==> config.mk <==
export PLATFORM = sky130hd
export DESIGN_NAME = ahb_master_ctrl_flat
export DESIGN_NICKNAME = d
export VERILOG_FILES = /design/src/rtl/ahb_pkg.sv /design/src/rtl/ahb_master_ctrl_if.sv /design/src/rtl/ahb_load_align.sv /design/src/rtl/ahb_master_ctrl.sv /design/src/flat_wrapper.sv
export SDC_FILE = /design/constraint.sdc
export NUM_CORES = 1
export LEC_CHECK = 0
export CORE_ASPECT_RATIO = 0.5
export CORE_MARGIN = 2
export CORE_UTILIZATION = 42
export DETAILED_ROUTE_END_ITERATION = 8
export GPL_TIMING_DRIVEN = 0
export HOLD_SLACK_MARGIN = 0.05
export PLACE_DENSITY_LB_ADDON = 0.08
export SETUP_SLACK_MARGIN = 0.15
export SLEW_MARGIN = 20
export SYNTH_ARGS = -nofsm -noshare
export SYNTH_HDL_FRONTEND = slang
export SYNTH_SLANG_ARGS = --single-unit
export TNS_END_PERCENT = 10
==> constraint.sdc <==
create_clock -name clk -period 2.24 [get_ports clk]
set_input_delay 0.336 -clock clk [delete_from_list [all_inputs] [get_ports clk]]
set_output_delay 0.336 -clock clk [all_outputs]
set_load 0.02 [all_outputs]
==> src/rtl/ahb_pkg.sv <==
`default_nettype none
// =============================================================================
// ahb_pkg: shared constants, types and func3 helpers for the AHB master front-end.
// Rev 1.0
// =============================================================================
package ahb_pkg;

   localparam logic [1:0] HTRANS_IDLE   = 2'b00;
   localparam logic [1:0] HTRANS_NONSEQ = 2'b10;

   localparam logic [2:0] HSIZE_BYTE = 3'b000;
   localparam logic [2:0] HSIZE_HALF = 3'b001;
   localparam logic [2:0] HSIZE_WORD = 3'b010;

   localparam logic [2:0] F3_LB  = 3'b000;
   localparam logic [2:0] F3_LH  = 3'b001;
   localparam logic [2:0] F3_LW  = 3'b010;
   localparam logic [2:0] F3_LBU = 3'b100;
   localparam logic [2:0] F3_LHU = 3'b101;

   typedef enum logic [1:0] {
      IDLE = 2'd0,
      DATA = 2'd1,
      ERR2 = 2'd2
   } state_e;

   typedef enum logic {
      OWN_IF = 1'b0,
      OWN_D  = 1'b1
   } owner_e;

   function automatic logic [2:0] f3_to_hsize(input logic [2:0] f3);
      logic [2:0] size;
      case (f3[1:0])
         2'b00:   size = HSIZE_BYTE;
         2'b01:   size = HSIZE_HALF;
         default: size = HSIZE_WORD;
      endcase
      return size;
   endfunction

   function automatic logic f3_legal(input logic [2:0] f3);
      return (f3 == F3_LB) || (f3 == F3_LH) || (f3 == F3_LW) ||
             (f3 == F3_LBU) || (f3 == F3_LHU);
   endfunction

   function automatic logic f3_misaligned(input logic [2:0] f3, input logic [1:0] lo);
      logic [2:0] size;
      size = f3_to_hsize(f3);
      return ((size == HSIZE_HALF) && lo[0]) || ((size == HSIZE_WORD) && (lo != 2'b00));
   endfunction

endpackage
`default_nettype wire

==> src/rtl/ahb_master_ctrl_if.sv <==
`default_nettype none
// =============================================================================
// ahb_master_ctrl_if: core request ports and AHB-Lite bus bundled for the master.
// Rev 1.0
// =============================================================================
interface ahb_master_ctrl_if #(
   parameter int ADDR_W = 32
);
   logic              if_req;
   logic [ADDR_W-1:0] if_addr;
   logic              if_gnt;
   logic              if_rvalid;
   logic [31:0]       if_rdata;
   logic              if_err;

   logic              d_req;
   logic              d_we;
   logic [2:0]        d_func3;
   logic [ADDR_W-1:0] d_addr;
   logic [31:0]       d_wdata;
   logic              d_gnt;
   logic              d_rvalid;
   logic [31:0]       d_rdata;
   logic              d_err;

   logic [ADDR_W-1:0] haddr;
   logic [1:0]        htrans;
   logic              hwrite;
   logic [2:0]        hsize;
   logic [31:0]       hwdata;
   logic [31:0]       hrdata;
   logic              hready;
   logic              hresp;

   modport master (
      input  if_req, if_addr, d_req, d_we, d_func3, d_addr, d_wdata,
             hrdata, hready, hresp,
      output if_gnt, if_rvalid, if_rdata, if_err,
             d_gnt, d_rvalid, d_rdata, d_err,
             haddr, htrans, hwrite, hsize, hwdata
   );

   modport slave (
      output if_req, if_addr, d_req, d_we, d_func3, d_addr, d_wdata,
             hrdata, hready, hresp,
      input  if_gnt, if_rvalid, if_rdata, if_err,
             d_gnt, d_rvalid, d_rdata, d_err,
             haddr, htrans, hwrite, hsize, hwdata
   );
endinterface
`default_nettype wire

==> src/rtl/ahb_load_align.sv <==
`default_nettype none
// =============================================================================
// ahb_load_align: selects the addressed byte/half lane and sign/zero-extends it.
// Rev 1.0
// =============================================================================
module ahb_load_align
   import ahb_pkg::*;
(
   input  logic [31:0] hrdata_i,
   input  logic [1:0]  addr_i,
   input  logic [2:0]  func3_i,
   output logic [31:0] result_o
);
   logic [31:0] w_shifted;

   // Halves are always 2-byte aligned here, so a byte-granular shift covers both widths.
   assign w_shifted = hrdata_i >> {addr_i, 3'b000};

   always_comb begin
      result_o = w_shifted;
      case (func3_i)
         F3_LB:   result_o = {{24{w_shifted[7]}}, w_shifted[7:0]};
         F3_LBU:  result_o = {24'h0, w_shifted[7:0]};
         F3_LH:   result_o = {{16{w_shifted[15]}}, w_shifted[15:0]};
         F3_LHU:  result_o = {16'h0, w_shifted[15:0]};
         default: result_o = w_shifted;
      endcase
   end
endmodule
`default_nettype wire

==> src/rtl/ahb_master_ctrl.sv <==
`default_nettype none
// =============================================================================
// ahb_master_ctrl: AHB-Lite master shared by instruction-fetch and load/store ports.
// Rev 1.0
// =============================================================================
module ahb_master_ctrl
   import ahb_pkg::*;
#(
   parameter int STARVE_LIMIT = 4,
   parameter int ADDR_W       = 32
) (
   input  logic              clk,
   input  logic              reset,
   ahb_master_ctrl_if.master bus
);
   localparam int                CNT_W      = $clog2(STARVE_LIMIT + 1);
   localparam logic [CNT_W-1:0]  STARVE_MAX = CNT_W'(STARVE_LIMIT);
   localparam logic [ADDR_W-1:0] WORD_MASK  = ~ADDR_W'(3);

   state_e            state_q, state_d;
   owner_e            own_q, own_d;
   logic              we_q, we_d;
   logic [2:0]        f3_q, f3_d;
   logic [1:0]        lo_q, lo_d;
   logic [CNT_W-1:0]  starve_q, starve_d;
   logic [ADDR_W-1:0] haddr_q, haddr_d;
   logic [1:0]        htrans_q, htrans_d;
   logic              hwrite_q, hwrite_d;
   logic [2:0]        hsize_q, hsize_d;
   logic [31:0]       hwdata_q, hwdata_d;
   logic              if_rvalid_q, if_rvalid_d, if_err_q, if_err_d;
   logic [31:0]       if_rdata_q, if_rdata_d;
   logic              d_rvalid_q, d_rvalid_d, d_err_q, d_err_d;
   logic [31:0]       d_rdata_q, d_rdata_d;

   logic              w_d_bad, w_complete, w_err_first, w_slot, w_sel_d, w_d_gnt, w_if_gnt;
   logic [2:0]        w_d_hsize;
   logic [31:0]       w_store_lanes, w_load_data;

   assign w_d_hsize   = f3_to_hsize(bus.d_func3);
   assign w_d_bad     = !f3_legal(bus.d_func3) || f3_misaligned(bus.d_func3, bus.d_addr[1:0]);
   assign w_complete  = (state_q == DATA) && bus.hready;
   assign w_err_first = (state_q == DATA) && !bus.hready && bus.hresp;
   assign w_slot      = reset && ((state_q == IDLE) || (w_complete && !bus.hresp));
   assign w_sel_d     = bus.d_req && !(bus.if_req && (starve_q == STARVE_MAX));
   // A rejected data request reports next cycle, so hold it off while a data load also reports.
   assign w_d_gnt     = w_slot && w_sel_d && !(w_d_bad && w_complete && (own_q == OWN_D));
   assign w_if_gnt    = w_slot && bus.if_req && !w_sel_d;

   always_comb begin
      w_store_lanes = bus.d_wdata;
      case (w_d_hsize)
         HSIZE_BYTE: w_store_lanes = {4{bus.d_wdata[7:0]}};
         HSIZE_HALF: w_store_lanes = {2{bus.d_wdata[15:0]}};
         default:    w_store_lanes = bus.d_wdata;
      endcase
   end

   ahb_load_align u_align (
      .hrdata_i (bus.hrdata),
      .addr_i   (lo_q),
      .func3_i  (f3_q),
      .result_o (w_load_data)
   );

   always_comb begin
      state_d     = state_q;
      own_d       = own_q;
      we_d        = we_q;
      f3_d        = f3_q;
      lo_d        = lo_q;
      haddr_d     = haddr_q;
      htrans_d    = htrans_q;
      hwrite_d    = hwrite_q;
      hsize_d     = hsize_q;
      hwdata_d    = hwdata_q;
      if_rvalid_d = 1'b0;
      if_err_d    = 1'b0;
      if_rdata_d  = 32'h0;
      d_rvalid_d  = 1'b0;
      d_err_d     = 1'b0;
      d_rdata_d   = 32'h0;
      starve_d    = starve_q;

      case (state_q)
         IDLE: ;
         DATA: begin
            if (bus.hready) begin
               state_d  = IDLE;
               htrans_d = HTRANS_IDLE;
               if (own_q == OWN_IF) begin
                  if_rvalid_d = 1'b1;
                  if_err_d    = bus.hresp;
                  if_rdata_d  = bus.hresp ? 32'h0 : bus.hrdata;
               end else begin
                  d_rvalid_d = 1'b1;
                  d_err_d    = bus.hresp;
                  d_rdata_d  = (bus.hresp || we_q) ? 32'h0 : w_load_data;
               end
            end else if (bus.hresp) begin
               state_d  = ERR2;
               htrans_d = HTRANS_IDLE;
            end
         end
         ERR2: begin
            if (bus.hready) begin
               state_d = IDLE;
               if (own_q == OWN_IF) begin
                  if_rvalid_d = 1'b1;
                  if_err_d    = 1'b1;
               end else begin
                  d_rvalid_d = 1'b1;
                  d_err_d    = 1'b1;
               end
            end
         end
         default: state_d = IDLE;
      endcase

      if (w_d_gnt) begin
         if (w_d_bad) begin
            d_rvalid_d = 1'b1;
            d_err_d    = 1'b1;
            d_rdata_d  = 32'h0;
         end else begin
            state_d  = DATA;
            own_d    = OWN_D;
            we_d     = bus.d_we;
            f3_d     = bus.d_func3;
            lo_d     = bus.d_addr[1:0];
            haddr_d  = bus.d_addr;
            htrans_d = HTRANS_NONSEQ;
            hwrite_d = bus.d_we;
            hsize_d  = w_d_hsize;
            if (bus.d_we) hwdata_d = w_store_lanes;
         end
      end else if (w_if_gnt) begin
         state_d  = DATA;
         own_d    = OWN_IF;
         we_d     = 1'b0;
         f3_d     = F3_LW;
         lo_d     = 2'b00;
         haddr_d  = bus.if_addr & WORD_MASK;
         htrans_d = HTRANS_NONSEQ;
         hwrite_d = 1'b0;
         hsize_d  = HSIZE_WORD;
      end

      if (w_if_gnt) begin
         starve_d = '0;
      end else if (bus.if_req && (starve_q != STARVE_MAX)) begin
         starve_d = starve_q + 1'b1;
      end
   end

   always_ff @(posedge clk) begin
      if (!reset) begin
         state_q     <= IDLE;
         own_q       <= OWN_IF;
         we_q        <= 1'b0;
         f3_q        <= F3_LW;
         lo_q        <= 2'b00;
         starve_q    <= '0;
         haddr_q     <= '0;
         htrans_q    <= HTRANS_IDLE;
         hwrite_q    <= 1'b0;
         hsize_q     <= HSIZE_WORD;
         hwdata_q    <= 32'h0;
         if_rvalid_q <= 1'b0;
         if_err_q    <= 1'b0;
         if_rdata_q  <= 32'h0;
         d_rvalid_q  <= 1'b0;
         d_err_q     <= 1'b0;
         d_rdata_q   <= 32'h0;
      end else begin
         state_q     <= state_d;
         own_q       <= own_d;
         we_q        <= we_d;
         f3_q        <= f3_d;
         lo_q        <= lo_d;
         starve_q    <= starve_d;
         haddr_q     <= haddr_d;
         htrans_q    <= htrans_d;
         hwrite_q    <= hwrite_d;
         hsize_q     <= hsize_d;
         hwdata_q    <= hwdata_d;
         if_rvalid_q <= if_rvalid_d;
         if_err_q    <= if_err_d;
         if_rdata_q  <= if_rdata_d;
         d_rvalid_q  <= d_rvalid_d;
         d_err_q     <= d_err_d;
         d_rdata_q   <= d_rdata_d;
      end
   end

   assign bus.if_gnt    = w_if_gnt;
   assign bus.d_gnt     = w_d_gnt;
   assign bus.if_rvalid = if_rvalid_q;
   assign bus.if_err    = if_err_q;
   assign bus.if_rdata  = if_rdata_q;
   assign bus.d_rvalid  = d_rvalid_q;
   assign bus.d_err     = d_err_q;
   assign bus.d_rdata   = d_rdata_q;
   assign bus.haddr     = haddr_q;
   // First ERROR cycle cancels the address phase immediately rather than one edge later.
   assign bus.htrans    = w_err_first ? HTRANS_IDLE : htrans_q;
   assign bus.hwrite    = hwrite_q;
   assign bus.hsize     = hsize_q;
   assign bus.hwdata    = hwdata_q;
endmodule
`default_nettype wire

==> src/flat_wrapper.sv <==
// flat-port wrapper written by rule: the top's interface ports become plain ports
module ahb_master_ctrl_flat import ahb_pkg::*;
#(
   parameter int STARVE_LIMIT = 4,
   parameter int ADDR_W       = 32
)
  (clk, reset, bus_if_req, bus_if_addr, bus_d_req, bus_d_we, bus_d_func3, bus_d_addr, bus_d_wdata, bus_hrdata, bus_hready, bus_hresp, bus_if_gnt, bus_if_rvalid, bus_if_rdata, bus_if_err, bus_d_gnt, bus_d_rvalid, bus_d_rdata, bus_d_err, bus_haddr, bus_htrans, bus_hwrite, bus_hsize, bus_hwdata);
  ahb_master_ctrl_if #(.ADDR_W(ADDR_W)) bus_i ();
  input  logic clk;
  input  logic reset;
  input wire logic [$bits(bus_i.if_req)-1:0] bus_if_req;
  input wire logic [$bits(bus_i.if_addr)-1:0] bus_if_addr;
  input wire logic [$bits(bus_i.d_req)-1:0] bus_d_req;
  input wire logic [$bits(bus_i.d_we)-1:0] bus_d_we;
  input wire logic [$bits(bus_i.d_func3)-1:0] bus_d_func3;
  input wire logic [$bits(bus_i.d_addr)-1:0] bus_d_addr;
  input wire logic [$bits(bus_i.d_wdata)-1:0] bus_d_wdata;
  input wire logic [$bits(bus_i.hrdata)-1:0] bus_hrdata;
  input wire logic [$bits(bus_i.hready)-1:0] bus_hready;
  input wire logic [$bits(bus_i.hresp)-1:0] bus_hresp;
  output wire logic [$bits(bus_i.if_gnt)-1:0] bus_if_gnt;
  output wire logic [$bits(bus_i.if_rvalid)-1:0] bus_if_rvalid;
  output wire logic [$bits(bus_i.if_rdata)-1:0] bus_if_rdata;
  output wire logic [$bits(bus_i.if_err)-1:0] bus_if_err;
  output wire logic [$bits(bus_i.d_gnt)-1:0] bus_d_gnt;
  output wire logic [$bits(bus_i.d_rvalid)-1:0] bus_d_rvalid;
  output wire logic [$bits(bus_i.d_rdata)-1:0] bus_d_rdata;
  output wire logic [$bits(bus_i.d_err)-1:0] bus_d_err;
  output wire logic [$bits(bus_i.haddr)-1:0] bus_haddr;
  output wire logic [$bits(bus_i.htrans)-1:0] bus_htrans;
  output wire logic [$bits(bus_i.hwrite)-1:0] bus_hwrite;
  output wire logic [$bits(bus_i.hsize)-1:0] bus_hsize;
  output wire logic [$bits(bus_i.hwdata)-1:0] bus_hwdata;
  assign bus_i.if_req = bus_if_req;
  assign bus_i.if_addr = bus_if_addr;
  assign bus_i.d_req = bus_d_req;
  assign bus_i.d_we = bus_d_we;
  assign bus_i.d_func3 = bus_d_func3;
  assign bus_i.d_addr = bus_d_addr;
  assign bus_i.d_wdata = bus_d_wdata;
  assign bus_i.hrdata = bus_hrdata;
  assign bus_i.hready = bus_hready;
  assign bus_i.hresp = bus_hresp;
  assign bus_if_gnt = bus_i.if_gnt;
  assign bus_if_rvalid = bus_i.if_rvalid;
  assign bus_if_rdata = bus_i.if_rdata;
  assign bus_if_err = bus_i.if_err;
  assign bus_d_gnt = bus_i.d_gnt;
  assign bus_d_rvalid = bus_i.d_rvalid;
  assign bus_d_rdata = bus_i.d_rdata;
  assign bus_d_err = bus_i.d_err;
  assign bus_haddr = bus_i.haddr;
  assign bus_htrans = bus_i.htrans;
  assign bus_hwrite = bus_i.hwrite;
  assign bus_hsize = bus_i.hsize;
  assign bus_hwdata = bus_i.hwdata;
  ahb_master_ctrl #(.STARVE_LIMIT(STARVE_LIMIT), .ADDR_W(ADDR_W)) u_core (.clk(clk), .reset(reset), .bus(bus_i));
endmodule
==> results.py, run 1 <==
metrics = {
    "outcome": {
        "outcome": "finished clean",
    },
    "sta": {
        "setup_violations": 0,
        "max_freq_mhz": 453,
        "rsz0062_at_grt": "yes",
        "skew_ns": 0.0108,
        "maxSlewViolCount": 0,
        "period_minus_slack_ns": 2.21,
        "final_hold_viol_count": 0,
        "relSlewSlack_pct": 36.6,
        "period_share_pct": 98.5,
        "worst_pin_slew_ns": 0.947,
        "hold-worst-slack_ns": 0.254,
    },
    "logic_synthesis": {
        "syn_area_per_cell_um2": 9.28,
        "synth-seq-cells": 146,
        "synth_cell_types": 52,
        "syn_nets": 827,
        "async_reset_ff_share_pct": 0,
        "synth_ff_type": "dfxtp_1",
        "syn_inst": 683,
        "seq_area_frac_synth_pct": 46.1,
        "ys_warn_count": 0,
        "synth-edff-count": 0,
        "syn_area_um2": 6340,
    },
    "global_routing": {
        "grt_max_degree": 17,
        "grt_pass1_wl_um": 34900,
        "grt.total_usage_pct": 27.9,
        "grt_pass1_vias": 6431,
        "grt_antenna_before_repair": 0,
        "grt_overflow": 0,
    },
    "power_and_ir_drop": {
        "leakagePower_uw": 0.00377,
        "internal_power_uw": 4850,
        "combPwrFrac_pct": 18.2,
        "p_clk_share_pct": 41.4,
        "seqPwrFrac_pct": 40.5,
        "p_switching_uw": 1940,
        "p_per_area_nw_per_um2": 665,
        "p_sw_share_pct": 28.5,
        "ir_drop_mv": 0.493,
    },
    "worst_setup_path": {
        "r2r_start": "u_core.state_q[1]$_SDFF_PN0_",
        "crit_required_ns": 1.90,
        "crit_fanout": 8,
        "crit_path_start_kind": "register",
        "crit_family": "buffers and inverters",
        "slowest_delay_ns": 0.36,
        "startpoint": "u_core.state_q[1]$_SDFF_PN0_",
        "reg2reg_depth": 9,
        "arrival_ns": 1.87,
        "slowest_stage": "dfxtp_4",
        "cpMostUsedCell": "buf_6",
        "endpoint_kind": "output port",
        "cp.buffers_inverters": 4,
        "worstPathCellList": "inv_4 > ha_4 > and3b_1 > buf_6 > o2111ai_4 > buf_8 > nor2_4 > buf_6",
        "worst-setup-path-type": "register to output port",
        "path_depth": 8,
    },
    "final_layout": {
        "antenna_cells": 0,
        "fin_nets": 1125,
        "final_cells": 1192,
        "drive_above_1_share_pct": 13.5,
        "design_area_um2": 10200,
        "area_growth_pct": 61.1,
        "layout_commonest_cell": "clkdlybuf4s50_1",
        "final_cell_mix": "264 x clkdlybuf4s50_1, 144 x dfxtp_1, 71 x o21ai_0",
        "finish.utilization_pct": 70.0,
    },
    "drt": {
        "wl_um": 22900,
        "via_per_inst": 5.46,
        "vias": 6513,
        "first_pass_iters": 5,
        "wl_per_cell_um": 19.2,
        "initialDrtViolationCount": 464,
        "drc": 0,
        "ant_nets": 0,
    },
    "flow_run": {
        "max_cap_violations": 0,
    },
    "clocking": {
        "root_buffer": "clkbuf_16",
        "htreeDepth": 4,
        "clock_latency_ns": 0.42,
        "cts.sinks": 146,
        "cts_hold_buffers": 0,
        "cts_buffers": 17,
        "cts_buffer_depth": 2,
        "clk_pin_slew_worst_paths_ns": 0.06,
        "cts_tree": "built",
    },
    "worst_hold_path": {
        "hp-start": "bus_hready",
        "min_path_type": "input pin to register",
        "hold_depth": 3,
    },
    "die": {
        "die-area_um2": 16100,
        "coreArea_um2": 14600,
        "initial_core_util_pct": 43.4,
        "die_x_um": 178,
        "die_y_um": 90.9,
        "rows": 31,
        "ios": 278,
    },
    "placement": {
        "place_inst": 1152,
        "dpl_cell_area_um2": 9300,
        "hpwl_um": 16900,
        "gp_congestion": 0.859,
        "io_buffers": 271,
    },
}
-- sequential cells by signal (all words and copies together), names as in the netlist, 2 cells and up --
register	count
u_core.bus.d_rdata	32
u_core.bus.if_rdata	32
u_core.bus.haddr	31
u_core.htrans_q	2
u_core.bus.hsize	2
u_core.state_q	2
u_core.bus.hwdata	32
u_core.starve_q	3
u_core.f3_q	3
-- worst paths after layout --
| kind | end | slack (ns) |
|---|---|---|
| setup / recovery | bus_d_gnt | 0.03 |
| hold / removal | u_core.bus.if_rvalid$_SDFF_PN0_ | 0.25 |
| setup reg to reg | u_core.bus.haddr[7]$_SDFFE_PN0P_ | 0.21 |
| hold reg to reg | u_core.htrans_q[0]$_SDFF_PN0_ | 0.46 |
-- kinds of logic after synthesis --
logic type	synth area share, %
adder cells (fa/ha/maj)	1.18
other	0.0592
AO/OA/AOI/OAI	25.2
flip-flops	46.1
multiplexers	6.83
buffers and inverters	5.27
XOR/XNOR	0.138
AND/OR/NAND/NOR	15.2
-- per-stage QoR --
step	TNS (ns)	setup WS (ns)	total power (µW)
after global routing	-0.0361	-0.0361	7030
after floorplan	0	0.258	3360
final	0	0.0339	6790
after detailed placement	-31.20	-0.952	3950
after global placement	-27.68	-0.918	3940
after CTS	0	0.0331	6770
-- routing by layer --
metal | up-vias | wire length, µm | GRT usage (%)
li1 | 3093 | - | -
met1 | 3088 | 9530 | 35.7
met2 | 301 | 11000 | 46.7
met3 | 31 | 1990 | 6.48
met4 | 0 | 357 | 8.06
met5 | - | 0 | 0
-- cell usage after synthesis (4+ instances only) --
cell type,instances,area share [%]
dfxtp_1,146,46
buf_4,5,0.59
inv_1,8,0.47
nor2b_1,9,0.89
and2_1,39,3.9
nand4_1,6,0.59
mux2i_1,41,6.5
nand3_1,54,4.3
nor4_1,4,0.39
nand2_1,35,2.1
o22ai_1,8,0.79
buf_1,4,0.24
o21ai_0,71,5.6
o211a_1,6,0.95
a311oi_1,10,1.4
buf_2,15,1.2
nor2_1,16,0.95
a311oi_2,20,4.7
o2bb2ai_1,8,1.1
ha_1,6,1.2
a21oi_1,68,5.4
nor3_1,5,0.39
clkbuf_1,38,2.3
a211oi_1,24,2.8
-- final cells by class --
cell class	instances	area, µm²
Fill cell	1164	4380
Multi-Input combinational cell	464	3240
Sequential cell	146	2930
Timing Repair Buffer	279	2790
Clock buffer	18	429
Buffer	65	389
Tap cell	198	248
Clock inverter	14	145
Inverter	8	32.5
-- worst register-to-register path: stages (launching register included) --
cell       delay (ns)
dfxtp_4          0.36
inv_4            0.05
ha_4             0.18
and3b_1          0.18
buf_6            0.14
o2111ai_4        0.24
buf_6            0.17
clkbuf_4         0.20
o21ai_0          0.12
a311oi_1         0.30
-- repair_timing --
action,in CTS,in global routing
pin swaps,3,7
setup buffers,6,2
endpoints found under the setup margin,127,118
resized for setup,44,67
-- power groups by stage --
stage          clock, µW  sequential (µW)  combinational, µW
2_1_floorplan          0             2890                476
3_3_place_gp           0             2800               1140
3_5_place_dp           0             2800               1150
4_1_cts             2830             2740               1200
5_1_grt             2960             2750               1310
6_report            2810             2750               1230
No activity file was read; power rests on OpenSTA's default activity.
==> inputs of run 2 (changes only) <==
PLACE_DENSITY = 0.8   (was not set)
PLACE_DENSITY_LB_ADDON = not set   (was 0.08)
==> run 2 against run 1 <==
Compared with the run above: sequential share of layout area hardly changed; sequential power hardly changed; clock power is 4% higher; global-route usage is 0.38 points lower; highest routed layer unchanged.
==> results.py, run 2 (synthesized netlist as in run 1, its figures left out) <==
metrics = {
    "power_and_ir_drop": {
        "finalPower_uw": 6880,
        "p_per_area_nw_per_um2": 674,
        "ir_drop_mv": 0.491,
        "leakagePower_uw": 0.00377,
    },
    "final_layout": {
        "final_cells": 1199,
        "final_cell_mix": "266 x clkdlybuf4s50_1, 143 x dfxtp_1, 71 x o21ai_0",
        "layout_commonest_cell": "clkdlybuf4s50_1",
        "area_growth_pct": 61.2,
        "design_area_um2": 10200,
        "fin_nets": 1132,
        "antenna_cells": 0,
        "nFillCells": 1122,
        "drive_above_1_share_pct": 13.6,
        "finish.utilization_pct": 70.0,
    },
    "die": {
        "coreArea_um2": 14600,
        "die-area_um2": 16100,
        "die_y_um": 90.9,
        "rows": 31,
        "initial_core_util_pct": 43.4,
        "die_x_um": 178,
        "ios": 278,
    },
    "worst_setup_path": {
        "arrival_ns": 1.88,
        "crit_path_start_kind": "register",
        "endpoint_kind": "output port",
        "slowest_stage": "dfxtp_4",
        "crit_family": "buffers and inverters",
        "worst-setup-path-type": "register to output port",
        "crit_required_ns": 1.90,
        "worstPathCellList": "inv_4 > ha_4 > nand3b_1 > a21oi_4 > clkbuf_8 > and3_1 > buf_6",
        "cp.buffers_inverters": 3,
        "slowest_delay_ns": 0.36,
        "crit_fanout": 5,
    },
    "placement": {
        "dpl_worst_slack_ns": -0.933,
        "gp_congestion": 0.888,
        "hpwl_um": 16600,
        "io_buffers": 271,
        "place_inst": 1152,
        "dpl_cell_area_um2": 9300,
    },
    "global_routing": {
        "grt_antenna_before_repair": 0,
        "grt_pass1_wl_um": 34900,
        "grt_overflow": 0,
        "grt.total_usage_pct": 27.5,
        "grt_pass1_vias": 6379,
        "grt_max_degree": 18,
    },
    "sta": {
        "fin_ws_ns": 0.0234,
        "relSlewSlack_pct": 38.7,
        "max_freq_mhz": 451,
        "skew_ns": 0.0125,
        "worst_pin_slew_ns": 0.916,
        "final_hold_viol_count": 0,
        "period_share_pct": 99.0,
        "setup_violations": 0,
        "maxSlewViolCount": 0,
        "period_minus_slack_ns": 2.22,
        "rsz0062_at_grt": "yes",
    },
    "clocking": {
        "cts.sinks": 146,
        "clock_latency_ns": 0.42,
        "cts_tree": "built",
        "root_buffer": "clkbuf_16",
        "clk_pin_slew_worst_paths_ns": 0.07,
        "cts_hold_buffers": 0,
        "cts_buffer_depth": 2,
        "cts_buffers": 17,
        "htreeDepth": 4,
    },
    "outcome": {
        "outcome": "finished clean",
    },
    "flow_run": {
        "max_cap_violations": 0,
    },
    "worst_hold_path": {
        "min_path_type": "input pin to register",
    },
    "drt": {
        "initialDrtViolationCount": 472,
        "via_per_inst": 5.62,
        "first_pass_iters": 5,
        "vias": 6736,
        "wl_per_cell_um": 19.0,
        "wl_um": 22800,
        "drc": 0,
        "ant_nets": 0,
    },
}
## run 2: metrics by stage
stage          hold slack [ns]  TNS (ns)
2_1_floorplan            0.415         0
3_3_place_gp             0.434    -21.81
3_5_place_dp             0.430    -24.44
4_1_cts                  0.228         0
5_1_grt                  0.252   -0.0320
6_report                 0.251         0
## run 2: layout make-up
cell class / instances / area [µm²] / area share [%]
clock buffers: 17 / 425 / 4.17
inverters: 8 / 32.5 / 0.319
multi-input cells: 464 / 3200 / 31.3
well taps: 198 / 248 / 2.43
plain buffers: 65 / 369 / 3.61
clock inverters: 15 / 185 / 1.81
repair buffers: 286 / 2830 / 27.7
flip-flops and latches: 146 / 2930 / 28.7
## run 2: worst register-to-register path, cell delays in order, from the launching register on
cell	delay, ns
dfxtp_4	0.36
inv_4	0.07
ha_4	0.16
nand3b_1	0.16
a21oi_4	0.25
buf_4	0.21
clkbuf_1	0.39
a21oi_1	0.14
a311oi_1	0.27
## run 2: path summary, 6_finish.rpt
kind	start	slack [ns]	to	cells after the start
hold reg to reg	u_core.htrans_q[0]$_SDFF_PN0_	0.44	u_core.htrans_q[0]$_SDFF_PN0_	2
setup / recovery	u_core.state_q[1]$_SDFF_PN0_	0.02	bus_if_gnt	7
setup reg to reg	u_core.state_q[1]$_SDFF_PN0_	0.14	u_core.bus.haddr[7]$_SDFFE_PN0P_	8
hold / removal	bus_hready	0.25	u_core.bus.if_rvalid$_SDFF_PN0_	3
## run 2: what timing repair did
item | in CTS | in global routing
setup endpoints to repair | 97 | 91
hold endpoints to repair | 0 | 0
gates resized for setup | 49 | 31
pin swaps | 3 | 4
gates cloned | 0 | 0
setup buffers | 7 | 8
## run 2: metal layers
metal	vias up	part of all wire, %	global-route usage, %
li1	3119	-	-
met1	3295	43	35.4
met2	280	49	47.2
met3	42	6.4	4.17
met4	0	2.1	8.67
met5	-	0	0
## run 2: power by group
group	switching, µW	internal [µW]
clock network	1310	1610
registers	52.3	2690
logic	632	594
total	1990	4890
